==> config.mk <==
export PLATFORM = sky130hd
export DESIGN_NAME = usb_txn_fifo
export DESIGN_NICKNAME = d
export VERILOG_FILES = /design/src/rtl/usb_txn_fifo_pkg.sv /design/src/rtl/usb_txn_fifo_ram.sv /design/src/rtl/usb_txn_fifo.sv
export SDC_FILE = /design/constraint.sdc
export NUM_CORES = 1
export LEC_CHECK = 0
export ABC_AREA = 0
export CORE_UTILIZATION = 45
export CTS_CLUSTER_SIZE = 14
export DETAILED_ROUTE_END_ITERATION = 8
export PLACE_DENSITY_LB_ADDON = 0.12
export SYNTH_ARGS = -nofsm -noshare
export SYNTH_HDL_FRONTEND = slang
export SYNTH_SLANG_ARGS = --single-unit
==> constraint.sdc <==
create_clock -name clk -period 9.1 [get_ports clk]
set_input_delay 2.275 -clock clk [delete_from_list [all_inputs] [get_ports clk]]
set_output_delay 2.275 -clock clk [all_outputs]
set_load 0.02 [all_outputs]
==> src/rtl/usb_txn_fifo_pkg.sv <==
// Shared defaults and pointer helpers for usb_txn_fifo.
// Pointers are AW+1 bits wide; the extra MSB is the wrap bit.
package usb_txn_fifo_pkg;

    localparam int DEF_WIDTH = 8;
    localparam int DEF_DEPTH = 64;

    // Modulo-2^(aw+1) difference a - b, zero-extended to 32 bits.
    function automatic logic [31:0] ptr_diff(input logic [31:0] a, input logic [31:0] b,
                                             input int aw);
        logic [31:0] mask;
        mask = (32'd1 << (aw + 1)) - 32'd1;
        return (a - b) & mask;
    endfunction

    function automatic bit is_pow2(input int n);
        return (n > 0) && ((n & (n - 1)) == 0);
    endfunction

endpackage

==> src/rtl/usb_txn_fifo_ram.sv <==
// Simple dual-port RAM: one write port, one registered read port, no reset.
// The read register holds its value when re is low.
module usb_txn_fifo_ram
    import usb_txn_fifo_pkg::*;
#(
    parameter int WIDTH = DEF_WIDTH,
    parameter int DEPTH = DEF_DEPTH,
    parameter int AW    = $clog2(DEPTH)
) (
    input  logic             clk,
    input  logic             we,
    input  logic [AW-1:0]    waddr,
    input  logic [WIDTH-1:0] wdata,
    input  logic             re,
    input  logic [AW-1:0]    raddr,
    output logic [WIDTH-1:0] rdata
);

    logic [WIDTH-1:0] mem [DEPTH];

    always_ff @(posedge clk) begin
        if (we) begin
            mem[waddr] <= wdata;
        end
        if (re) begin
            rdata <= mem[raddr];
        end
    end

endmodule

==> src/rtl/usb_txn_fifo.sv <==
// Endpoint FIFO with packet commit/discard on the write side and optional
// commit/rewind on the read side (enabled by USB_TXN_FIFO_REWIND_EN).
module usb_txn_fifo
    import usb_txn_fifo_pkg::*;
#(
    parameter int WIDTH = DEF_WIDTH,
    parameter int DEPTH = DEF_DEPTH,
    parameter int AW    = $clog2(DEPTH)
) (
    input  logic             clk,
    input  logic             reset,
    input  logic [WIDTH-1:0] data,
    input  logic             wrreq,
    input  logic             wr_commit,
    input  logic             wr_discard,
    output logic             wrfull,
    output logic [AW:0]      wr_used,
    output logic [WIDTH-1:0] q,
    input  logic             rdreq,
    input  logic             rd_commit,
    input  logic             rd_rewind,
    output logic             rdempty,
    output logic [AW:0]      rd_avail
);

    if (DEPTH < 2 || !is_pow2(DEPTH)) begin : g_depth_chk
        $error("usb_txn_fifo: DEPTH must be a power of two and at least 2");
    end

    localparam logic [AW:0] DEPTH_P = (AW + 1)'(DEPTH);
    localparam logic [AW:0] PTR_ONE = (AW + 1)'(1);

    logic [AW:0]      wr_ptr;
    logic [AW:0]      wr_cmt;
    logic [AW:0]      rd_ptr;
    logic [AW:0]      rd_cmt;
    logic             wr_acc;
    logic             rd_acc;
    logic             rd_hold;
    logic             rd_seen;
    logic [WIDTH-1:0] ram_q;

    // Flags come only from registered pointers.
    assign wr_used  = (AW + 1)'(ptr_diff(32'(wr_ptr), 32'(rd_cmt), AW));
    assign rd_avail = (AW + 1)'(ptr_diff(32'(wr_cmt), 32'(rd_ptr), AW));
    assign wrfull   = (wr_used == DEPTH_P);
    assign rdempty  = (rd_ptr == wr_cmt);

    assign wr_acc = wrreq && !wrfull && !wr_discard;
    assign rd_acc = rdreq && !rdempty && !rd_hold;

    always_ff @(posedge clk) begin
        if (reset) begin
            wr_ptr <= '0;
            wr_cmt <= '0;
        end else begin
            if (wr_discard) begin
                wr_ptr <= wr_cmt;
            end else if (wr_acc) begin
                wr_ptr <= wr_ptr + PTR_ONE;
            end
            if (wr_commit && !wr_discard) begin
                wr_cmt <= wr_acc ? wr_ptr + PTR_ONE : wr_ptr;
            end
        end
    end

`ifdef USB_TXN_FIFO_REWIND_EN
    assign rd_hold = rd_rewind;

    always_ff @(posedge clk) begin
        if (reset) begin
            rd_ptr <= '0;
            rd_cmt <= '0;
        end else begin
            if (rd_rewind) begin
                rd_ptr <= rd_cmt;
            end else if (rd_acc) begin
                rd_ptr <= rd_ptr + PTR_ONE;
            end
            if (rd_commit && !rd_rewind) begin
                rd_cmt <= rd_acc ? rd_ptr + PTR_ONE : rd_ptr;
            end
        end
    end
`else
    // Without rewind every accepted read releases its entry at once.
    logic unused_rd_txn;
    assign unused_rd_txn = rd_commit ^ rd_rewind;
    assign rd_hold       = 1'b0;
    assign rd_cmt        = rd_ptr;

    always_ff @(posedge clk) begin
        if (reset) begin
            rd_ptr <= '0;
        end else if (rd_acc) begin
            rd_ptr <= rd_ptr + PTR_ONE;
        end
    end
`endif

    // The RAM output register has no reset, so q is forced to zero until
    // the first read after reset loads it.
    always_ff @(posedge clk) begin
        if (reset) begin
            rd_seen <= 1'b0;
        end else if (rd_acc) begin
            rd_seen <= 1'b1;
        end
    end

    assign q = rd_seen ? ram_q : '0;

    usb_txn_fifo_ram #(
        .WIDTH (WIDTH),
        .DEPTH (DEPTH),
        .AW    (AW)
    ) u_ram (
        .clk   (clk),
        .we    (wr_acc),
        .waddr (wr_ptr[AW-1:0]),
        .wdata (data),
        .re    (rd_acc),
        .raddr (rd_ptr[AW-1:0]),
        .rdata (ram_q)
    );

endmodule

# Word-level counts from Yosys, hierarchy flattened
# Memories as Yosys holds them, arrays and structs flattened. A register that Yosys moved wholly into a read port is not among the register bits.
# Cells that the tools add are included.
dict set report word_totals {
  ff_bits 22
  ramBits 512
  out_inout_bits 24
  word_cells 23
  memories 1
}
dict set report classes {
  add_sub_neg 4
  n_eq_ne 2
  muxes 5
  reduce_logical 7
}
# memory depth word_bits read_ports rd_clocked_by_memory_dff write_ports line_no
set mem_list {}
lappend mem_list {u_ram.mem 64 8 1 1 1 usb_txn_fifo_ram.sv:19} ;# logic [WIDTH-1:0] mem [DEPTH];
# cell n
set op_table {}
lappend op_table {{$add A7 B1 Y7 const B} 2}
lappend op_table {{$mux W7} 2}
lappend op_table {{$sub A7 B7 Y7} 2}
lappend op_table {{$mux W8} 1}
lappend op_table {{$eq A7 B7 Y1} 1}
lappend op_table {{$eq A7 B7 Y1 const B} 1}
lappend op_table {{$logic_and A1 B1 Y1} 4}
lappend op_table {{$logic_not A1 Y1} 3}
lappend op_table {{$mux W1} 2}

# Depth between registers and ports, before layout
# Gate-level depths: netlist (run 1).
dict set report logic_depth {
  word_depth 7
  depth_mapped 14
}

# By module
# From an unflattened synthesis (run 1), not the netlist that was laid out.
dict set report hier_totals {
  cells_unflattened 1124
  hier_area_um2 21810.9
}
# module n_inst cells_each area_each_um2
set modules_own_cells {}
lappend modules_own_cells {usb_txn_fifo_ram 1 940 20246.9}
lappend modules_own_cells {usb_txn_fifo 1 184 1564.0}

# Worst setup path before layout (run 1)
# OpenSTA, ideal clock, no wires.
dict set report synth_path {
  path_type {flip-flop to output port}
  start {register rd_ptr[1], in the netlist rd_cmt[1]}
  end {output port wrfull}
  arrival_time_ps 3076
  required_ps 6825
  path_slack_ps 3749
  stages_incl_launch_ff 14
  path_buffers 6
  cell_sequence {dfxtp_1 > buf_2 > buf_1 > buf_2 > inv_1 > ha_1 > nand2b_1 > a21oi_2 > xor2_1 > nor4_4 > and3b_1 > buf_6 > buf_6 > buf_2}
}
dict set report synth_via {
  elab_chain_len 2
}
# item line_no
set synth_rtl {}
lappend synth_rtl {{start: declaration} usb_txn_fifo.sv:35} ;# logic [AW:0] rd_ptr;
lappend synth_rtl {{start signal: assignment} usb_txn_fifo.sv:97} ;# rd_ptr <= rd_ptr + PTR_ONE;
lappend synth_rtl {{$sub A7 B7 Y7} usb_txn_fifo_pkg.sv:13} ;# return (a - b) & mask;
lappend synth_rtl {{net wr_used[3]} usb_txn_fifo.sv:17} ;# output logic [AW:0] wr_used,
lappend synth_rtl {{$eq A7 B7 Y1} usb_txn_fifo.sv:46} ;# assign wrfull = (wr_used == DEPTH_P);
lappend synth_rtl {{end: declaration} usb_txn_fifo.sv:16} ;# output logic wrfull,
# The timed path passes the listed nets, and every way through them passes these cells.

# Final worst setup path (run 1)
dict set report layout_path {
  start {register rd_ptr[3], in the netlist rd_cmt[3]}
  end {output port wrfull}
}
dict set report layout_via {
  elab_chain_len 2
}
# item line_no
set layout_rtl {}
lappend layout_rtl {{$sub A7 B7 Y7} usb_txn_fifo_pkg.sv:13}
lappend layout_rtl {{$eq A7 B7 Y1} usb_txn_fifo.sv:46}
# Every way passes these cells.

==> summary.md, run 1 <==
| Metric | Value |
|---|---|
| Outcome | `completed` |
| CTS tree | `yes` |
| Clock power share | `39.0%` |
| Seq pwr share | `48.8%` |
| Area growth, synth to finish | `13.57%` |
| Final WL | `50070 µm` |
| DP HPWL | `29590 µm` |
| Worst-Margin Slew | `1.251 ns` |
| CP Launch Point | `rd_cmt[3]$_SDFFE_PP0P_` |
| Reg clk slew, reported paths | `0.06 ns` |
| Leakage power | `0.007647 µW` |
| Die area | `0.04946 mm²` |
| First drt pass iteration count | `5` |
| DIE WIDTH | `222.4 µm` |
| Number of hold buffers added after CTS | `0` |
| Synth Area per Inst | `20.20 µm²` |
| Post-Syn Area | `0.02186 mm²` |
| CP endpoint kind | `output port` |
| Number of buffers added on ports | `37` |
| GRT overflow | `0` |
| # rows | `80` |
| Min-delay worst type | `reg -> reg` |
| Chip height | `222.4 µm` |
| Register area | `0.01606 mm²` |
| Total CTS buffers | `55` |
| Comb power frac | `12.2%` |
| Worst clock skew | `0.01295 ns` |
| Seq/Total Area, Yosys | `73.46%` |
| Starting density of the core | `45.68%` |
| Internal power | `4380 µW` |
| Worst R2R End | `u_ram.mem[9][3]$_DFFE_PP_` |
| Gate count of the mapped netlist | `1082` |
| Worst r2r src | `rd_cmt[3]$_SDFFE_PP0P_` |
| WL per Instance | `27.68 µm` |
| Async SR Flop Fraction | `0%` |
| Layout cell share with drive strength beyond 1 | `26.38%` |
| CORE AREA | `0.04785 mm²` |
| Clock root buffer | `clkbuf_16` |
| Total negative setup slack | `0 ns` |
| Ant diodes | `0` |
| VDD IR max | `137.3 µV` |
| Main synth FF type | `edfxtp_1` |
| Worst path required time | `6.83 ns` |
| Filler Cells Inserted | `3821` |
| Synth top area share | `71.44%` |
| Clock latency on the worst-skew pair | `0.59 ns` |
| Sw Pwr | `1340 µW` |
| Switching part of the total | `23.43%` |
| Worst r2r path cells | `10` |
| Yosys reg bits | `542` |
| Area after DPL | `0.02304 mm²` |
| Max-cap viol count | `0` |
| # DRC | `0` |
| CP Launch Type | `register` |
| Final Hold Vio Count | `0` |
| # nets final | `1182` |
| Final cell count without fillers | `1809` |
| CTS max path bufs | `3` |
| Setup crit end | `wrfull` |
| Total power | `5720 µW` |
| CP Max Fanout | `28` |
| Commonest non-fill, non-tap cell in the layout | `edfxtp_1` |
| Synth unique cells | `50` |
| Global placement routability congestion | `0.8385` |
| Yosys warns | `0` |
| Largest net degree at the start of global routing | `65` |
| Synth top area cells | `edfxtp_1 (71%), mux4_2 (16%), dfxtp_1 (2.0%)` |
| Critical path class | `reg -> out` |
| Num ports | `40` |
| Placed instance count | `1708` |
| Fin crit share | `70.15%` |
| Initial DRC Count | `1025` |
| Synth area leader | `edfxtp_1` |
| Post-layout instance area | `0.02482 mm²` |
| Most frequent cells in the layout | `edfxtp_1 (520), mux4_2 (156), clkbuf_16 (57), nand2_1 (55), nor2_1 (44)` |
| Slew HR | `16.43%` |
| First-pass GRT wire length | `73640 µm` |
| Final Critical Period | `6.383 ns` |
| Vias in the first global route | `10820` |
| Antenna-violating nets left | `0` |
| Via Count | `10620` |
| GRT Overall Usage | `20.78%` |
| Initial antenna violation count | `1` |
| Resize count post-CTS | `0` |
| WP data arrival | `4.11 ns` |
| Post-Syn Nets | `1114` |
| Post-DR vias/cell | `5.870` |
| Number of synthesized flops with an enable pin | `520` |
| Reg2reg setup slack | `4.06 ns` |
| RSZ-0062 raised after global routing | `no` |
| Multi-input combinational cell area | `0.005520 mm²` |
| Fin. max-slew vios | `0` |
| CTS Sinks | `542` |
| Post-layout util | `51.88%` |
| Setup-failing EPs final | `0` |
| H-tree depth | `2` |
| Pwr dens | `230.4 mW/mm²` |
| Max Clk Rate | `156.7 MHz` |
| Post-CTS Setup Repair Bufs | `0` |
## critical path, stage by stage, from the launching register on
cell,delay [ns]
dfxtp_1,0.67
inv_2,0.48
ha_1,0.48
nor2_1,0.19
a21oi_2,0.05
xnor2_1,0.18
nor4_4,0.44
and3b_2,0.33
clkdlybuf4s50_1,0.67
## registers in the layout, summed over array words and instances, names as in the netlist
register	count
wr_ptr	7
wr_cmt	7
rd_cmt	7
rd_seen	1
u_ram.rdata	8
u_ram.mem	512
## cell type report
cell class / instances / area share [%]
multi-input cells: 457 / 22.24
clock buffers: 64 / 5.852
flip-flops and latches: 542 / 64.72
clock inverters: 37 / 1.326
repair buffers: 75 / 2.480
well taps: 615 / 3.100
inverters: 19 / 0.2873
## power by group through the flow
| stage | Sequential (µW) | Clock [µW] | Combinational, µW |
|---|---|---|---|
| 6_report | 2790 | 2230 | 696 |
| 5_1_grt | 2790 | 2370 | 742 |
| 4_1_cts | 2790 | 2280 | 709 |
| 3_5_place_dp | 2850 | 0 | 707 |
| 3_3_place_gp | 2850 | 0 | 703 |
| 2_1_floorplan | 2810 | 0 | 476 |
## Yosys cell counts, drive strengths merged, types with 3 or more instances
cell    instances
or3             7
nand3           5
and3           11
xor2            6
and2           11
o21ai           8
clkbuf         29
nor4           34
mux4          156
xnor2          14
nand2          55
dfxtp          22
a211oi         11
nor2b           9
a21oi           8
inv            19
edfxtp        520
ha             14
buf            35
nand2b          7
a21o            3
a31oi          10
nand4           4
nor2           53
a311oi         10
## worst min path at each step
| stage | endpoint | from | cells after the start |
|---|---|---|---|
| finish | wr_cmt[0]$_SDFFE_PP0P_ | wr_cmt[0]$_SDFFE_PP0P_ | 2 |
| floorplan | wr_cmt[0]$_SDFFE_PP0P_ | wr_cmt[0]$_SDFFE_PP0P_ | 2 |
| global route | wr_cmt[0]$_SDFFE_PP0P_ | wr_cmt[0]$_SDFFE_PP0P_ | 2 |
| global placement | wr_cmt[0]$_SDFFE_PP0P_ | wr_cmt[0]$_SDFFE_PP0P_ | 2 |
| CTS | wr_cmt[0]$_SDFFE_PP0P_ | wr_cmt[0]$_SDFFE_PP0P_ | 2 |
| detailed placement | wr_cmt[0]$_SDFFE_PP0P_ | wr_cmt[0]$_SDFFE_PP0P_ | 2 |
## kinds of logic (layout without fill, tap and decap cells)
kind of cell	after synthesis	in the layout	synth area share (%)
flops	542	542	73.46
simple gates	205	205	4.912
mux	158	158	16.17
buf+inv	83	195	1.723
compound gates	58	58	1.958
xor+xnor	20	20	0.8014
fa+ha+maj	16	16	0.9846
## stage by stage
stage	hold slack, ns	setup slack, ns
after floorplan	0.4892	3.749
after global placement	0.5135	3.061
after detailed placement	0.5166	3.024
after CTS	0.5251	2.688
after global routing	0.5324	2.508
final	0.5181	2.717
## layer usage
layer	wire length (µm)	global-route usage, %	vias up
met4	1061	5.806	0
met1	22450	30.33	5643
met2	24010	32.98	288
met3	2561	2.909	72
li1	-	-	4616
met5	0	0	-
No activity file was read; power rests on OpenSTA's default activity.
==> inputs of run 2 (changes only) <==
- clock period: 9.1 -> 6.2 ns (I/O delays scaled with it)
==> run 2 against run 1 <==
Sequential power rose by 46%. Clock power rose by 52%. Setup slack got worse by 1.9 ns. Die area did not move. Wire length fell by 0.30%. Flip-flop and latch count did not move. Largest cell class unchanged. Combinational power rose by 49%. Final area rose by 0.64%. First-iteration DRC count rose by 2.0%.
==> summary.md, run 2 (synthesized netlist as in run 1, its figures left out) <==
| Metric | Value |
|---|---|
| Outcome | `completed (unchanged)` |
| Worst r2r src | `wr_ptr[0]$_SDFF_PP0_ (was rd_cmt[3]$_SDFFE_PP0P_)` |
| First-pass GRT wire length | `73950 µm (was 73640 µm)` |
| CP Max Fanout | `10 (was 28)` |
| DP HPWL | `29700 µm (was 29590 µm)` |
| Post-DR vias/cell | `5.880 (was 5.870)` |
| H-tree depth | `2 (unchanged)` |
| Reg2reg setup slack | `1.63 ns (was 4.06 ns)` |
| WP data arrival | `3.86 ns (was 4.11 ns)` |
| WL per Instance | `27.35 µm (was 27.68 µm)` |
| Total power | `8498 µW (was 5720 µW)` |
| RSZ-0062 raised after global routing | `no (unchanged)` |
| Vias in the first global route | `10920 (was 10820)` |
| Post-CTS Setup Repair Bufs | `0 (unchanged)` |
| Pwr dens | `340.1 mW/mm² (was 230.4 mW/mm²)` |
| Max Clk Rate | `185.0 MHz` |
| Critical path class | `reg -> out (unchanged)` |
| Total negative setup slack | `0 ns (unchanged)` |
| Area growth, synth to finish | `14.30% (was 13.57%)` |
| Global placement routability congestion | `0.8421 (was 0.8385)` |
| Final WL | `49920 µm (was 50070 µm)` |
| # DRC | `0 (unchanged)` |
| Clock latency on the worst-skew pair | `0.61 ns (was 0.59 ns)` |
| CP endpoint kind | `output port (unchanged)` |
| GRT overflow | `0 (unchanged)` |
| Initial antenna violation count | `0 (was 1)` |
| CP Launch Point | `wr_ptr[0]$_SDFF_PP0_ (was rd_cmt[3]$_SDFFE_PP0P_)` |
| Worst clock skew | `0.01618 ns (was 0.01295 ns)` |
| Via Count | `10730 (was 10620)` |
| Final Hold Vio Count | `0 (unchanged)` |
| Slew HR | `22.89% (was 16.43%)` |
| Largest regs | `u_ram.mem (512), u_ram.rdata (8) (unchanged)` |
| Post-layout instance area | `0.02498 mm² (was 0.02482 mm²)` |
| Num ports | `40 (unchanged)` |
| Commonest non-fill, non-tap cell in the layout | `edfxtp_1 (unchanged)` |
| Fin crit share | `87.18%` |
| Leakage power | `0.007730 µW (was 0.007647 µW)` |
| CTS tree | `yes (unchanged)` |
| Resize count post-CTS | `0 (unchanged)` |
| Chip height | `222.4 µm (unchanged)` |
| CP Launch Type | `register (unchanged)` |
| Critical hold path startpoint | `wr_cmt[2]$_SDFFE_PP0P_ (was wr_cmt[0]$_SDFFE_PP0P_)` |
| Clock root buffer | `clkbuf_16 (unchanged)` |
| Starting density of the core | `45.68% (unchanged)` |
| Largest net degree at the start of global routing | `65 (unchanged)` |
| VDD IR max | `179.3 µV (was 137.3 µV)` |
| CORE AREA | `0.04785 mm² (unchanged)` |
| Total CTS buffers | `56 (was 55)` |
| Number of hold buffers added after CTS | `0 (unchanged)` |
| Min-delay worst type | `reg -> reg (unchanged)` |
| Layout cell share with drive strength beyond 1 | `27.52% (was 26.38%)` |
| Worst-Margin Slew | `1.147 ns (was 1.251 ns)` |
| DIE WIDTH | `222.4 µm (unchanged)` |
| Max reg flops | `512 (unchanged)` |
| Final Critical Period | `5.405 ns` |
| Die area | `0.04946 mm² (unchanged)` |
| Max-cap viol count | `0 (unchanged)` |
| Initial DRC Count | `1046 (was 1025)` |
| # rows | `80 (unchanged)` |
| Most frequent cells in the layout | `edfxtp_1 (520), mux4_2 (156), clkbuf_16 (56), nand2_1 (55), buf_4 (50) (was edfxtp_1 (520), mux4_2 (156), clkbuf_16 (57), nand2_1 (55), nor2_1 (44))` |
| Post-layout util | `52.22% (was 51.88%)` |
| Filler Cells Inserted | `3822 (was 3821)` |
| First drt pass iteration count | `7 (was 5)` |
| CTS max path bufs | `3 (unchanged)` |
| Antenna-violating nets left | `0 (unchanged)` |
| # nets final | `1195 (was 1182)` |
| Setup-failing EPs final | `0 (unchanged)` |
| Worst path required time | `4.65 ns (was 6.83 ns)` |
| Area after DPL | `0.02313 mm² (was 0.02304 mm²)` |
| Number of buffers added on ports | `37 (unchanged)` |
| GRT Overall Usage | `20.68% (was 20.78%)` |
| Biggest register | `u_ram.mem (unchanged)` |
| Ant diodes | `0 (unchanged)` |
| CTS Sinks | `542 (unchanged)` |
| Reg clk slew, reported paths | `0.06 ns (about the same)` |
| Fin. max-slew vios | `0 (unchanged)` |
## run 2: cell count changes in the layout (fill, tap and decap cells not counted)
cell / delta
buf_4: +12
bufinv_16: +2
clkbuf_16: -1
clkinv_1: -2
clkinv_2: +1
clkinv_4: -2
clkinv_8: +1
clkinvlp_4: +4
inv_6: +1
## run 2: final cells by class
| cell class | instances | area [µm²] | area share, % |
|---|---|---|---|
| Sequential cell | 542 | 16060 | 64.30 |
| Clock buffer | 63 | 1428 | 5.714 |
| Clock inverter | 42 | 424.2 | 1.698 |
| Multi-Input combinational cell | 457 | 5520 | 22.10 |
| Inverter | 19 | 71.32 | 0.2855 |
| Tap cell | 615 | 769.5 | 3.080 |
| Timing Repair Buffer | 87 | 705.7 | 2.825 |
## run 2: stage by stage
stage / instances / hold WS (ns) / worst slack [ns]
detailed placement: 1720 / 0.5204 / 1.446
global placement: 1720 / 0.5156 / 1.480
floorplan: 1082 / 0.4892 / 1.574
global route: 1825 / 0.5562 / 0.6009
finish: 1825 / 0.5247 / 0.7946
CTS: 1825 / 0.5289 / 0.7680
## run 2: worst paths after layout
check	to	cells after the start
worst max-delay path	wrfull	9
worst min register to register	wr_cmt[2]$_SDFFE_PP0P_	2
worst max register to register	u_ram.mem[17][5]$_DFFE_PP_	11
worst min-delay path	wr_cmt[2]$_SDFFE_PP0P_	2
## run 2: critical path, stage by stage, from the launching register on
cell and delay, ns:
dfxtp_1 0.56, inv_1 0.13, ha_1 0.23, fa_1 0.40
nand2b_1 0.19, a21oi_2 0.14, xnor2_1 0.13, nor4_4 0.44
and3b_2 0.37, clkdlybuf4s50_1 0.66
## run 2: power breakdown
group | internal, µW | leakage [µW] | switching, µW
sequential | 4040 | 0.00486 | 34.7
clock | 1990 | 0.000889 | 1400
combinational | 470 | 0.00198 | 565
total | 6500 | 0.00773 | 2000
## run 2: layer usage
metal  routed length, µm  up-vias  global-route usage (%)
met5                   0        -                       0
met4                 796        0                   5.161
met3                2648       54                   3.094
met2               23220      302                   31.82
met1               23260     5736                   31.16
li1                    -     4639                       -
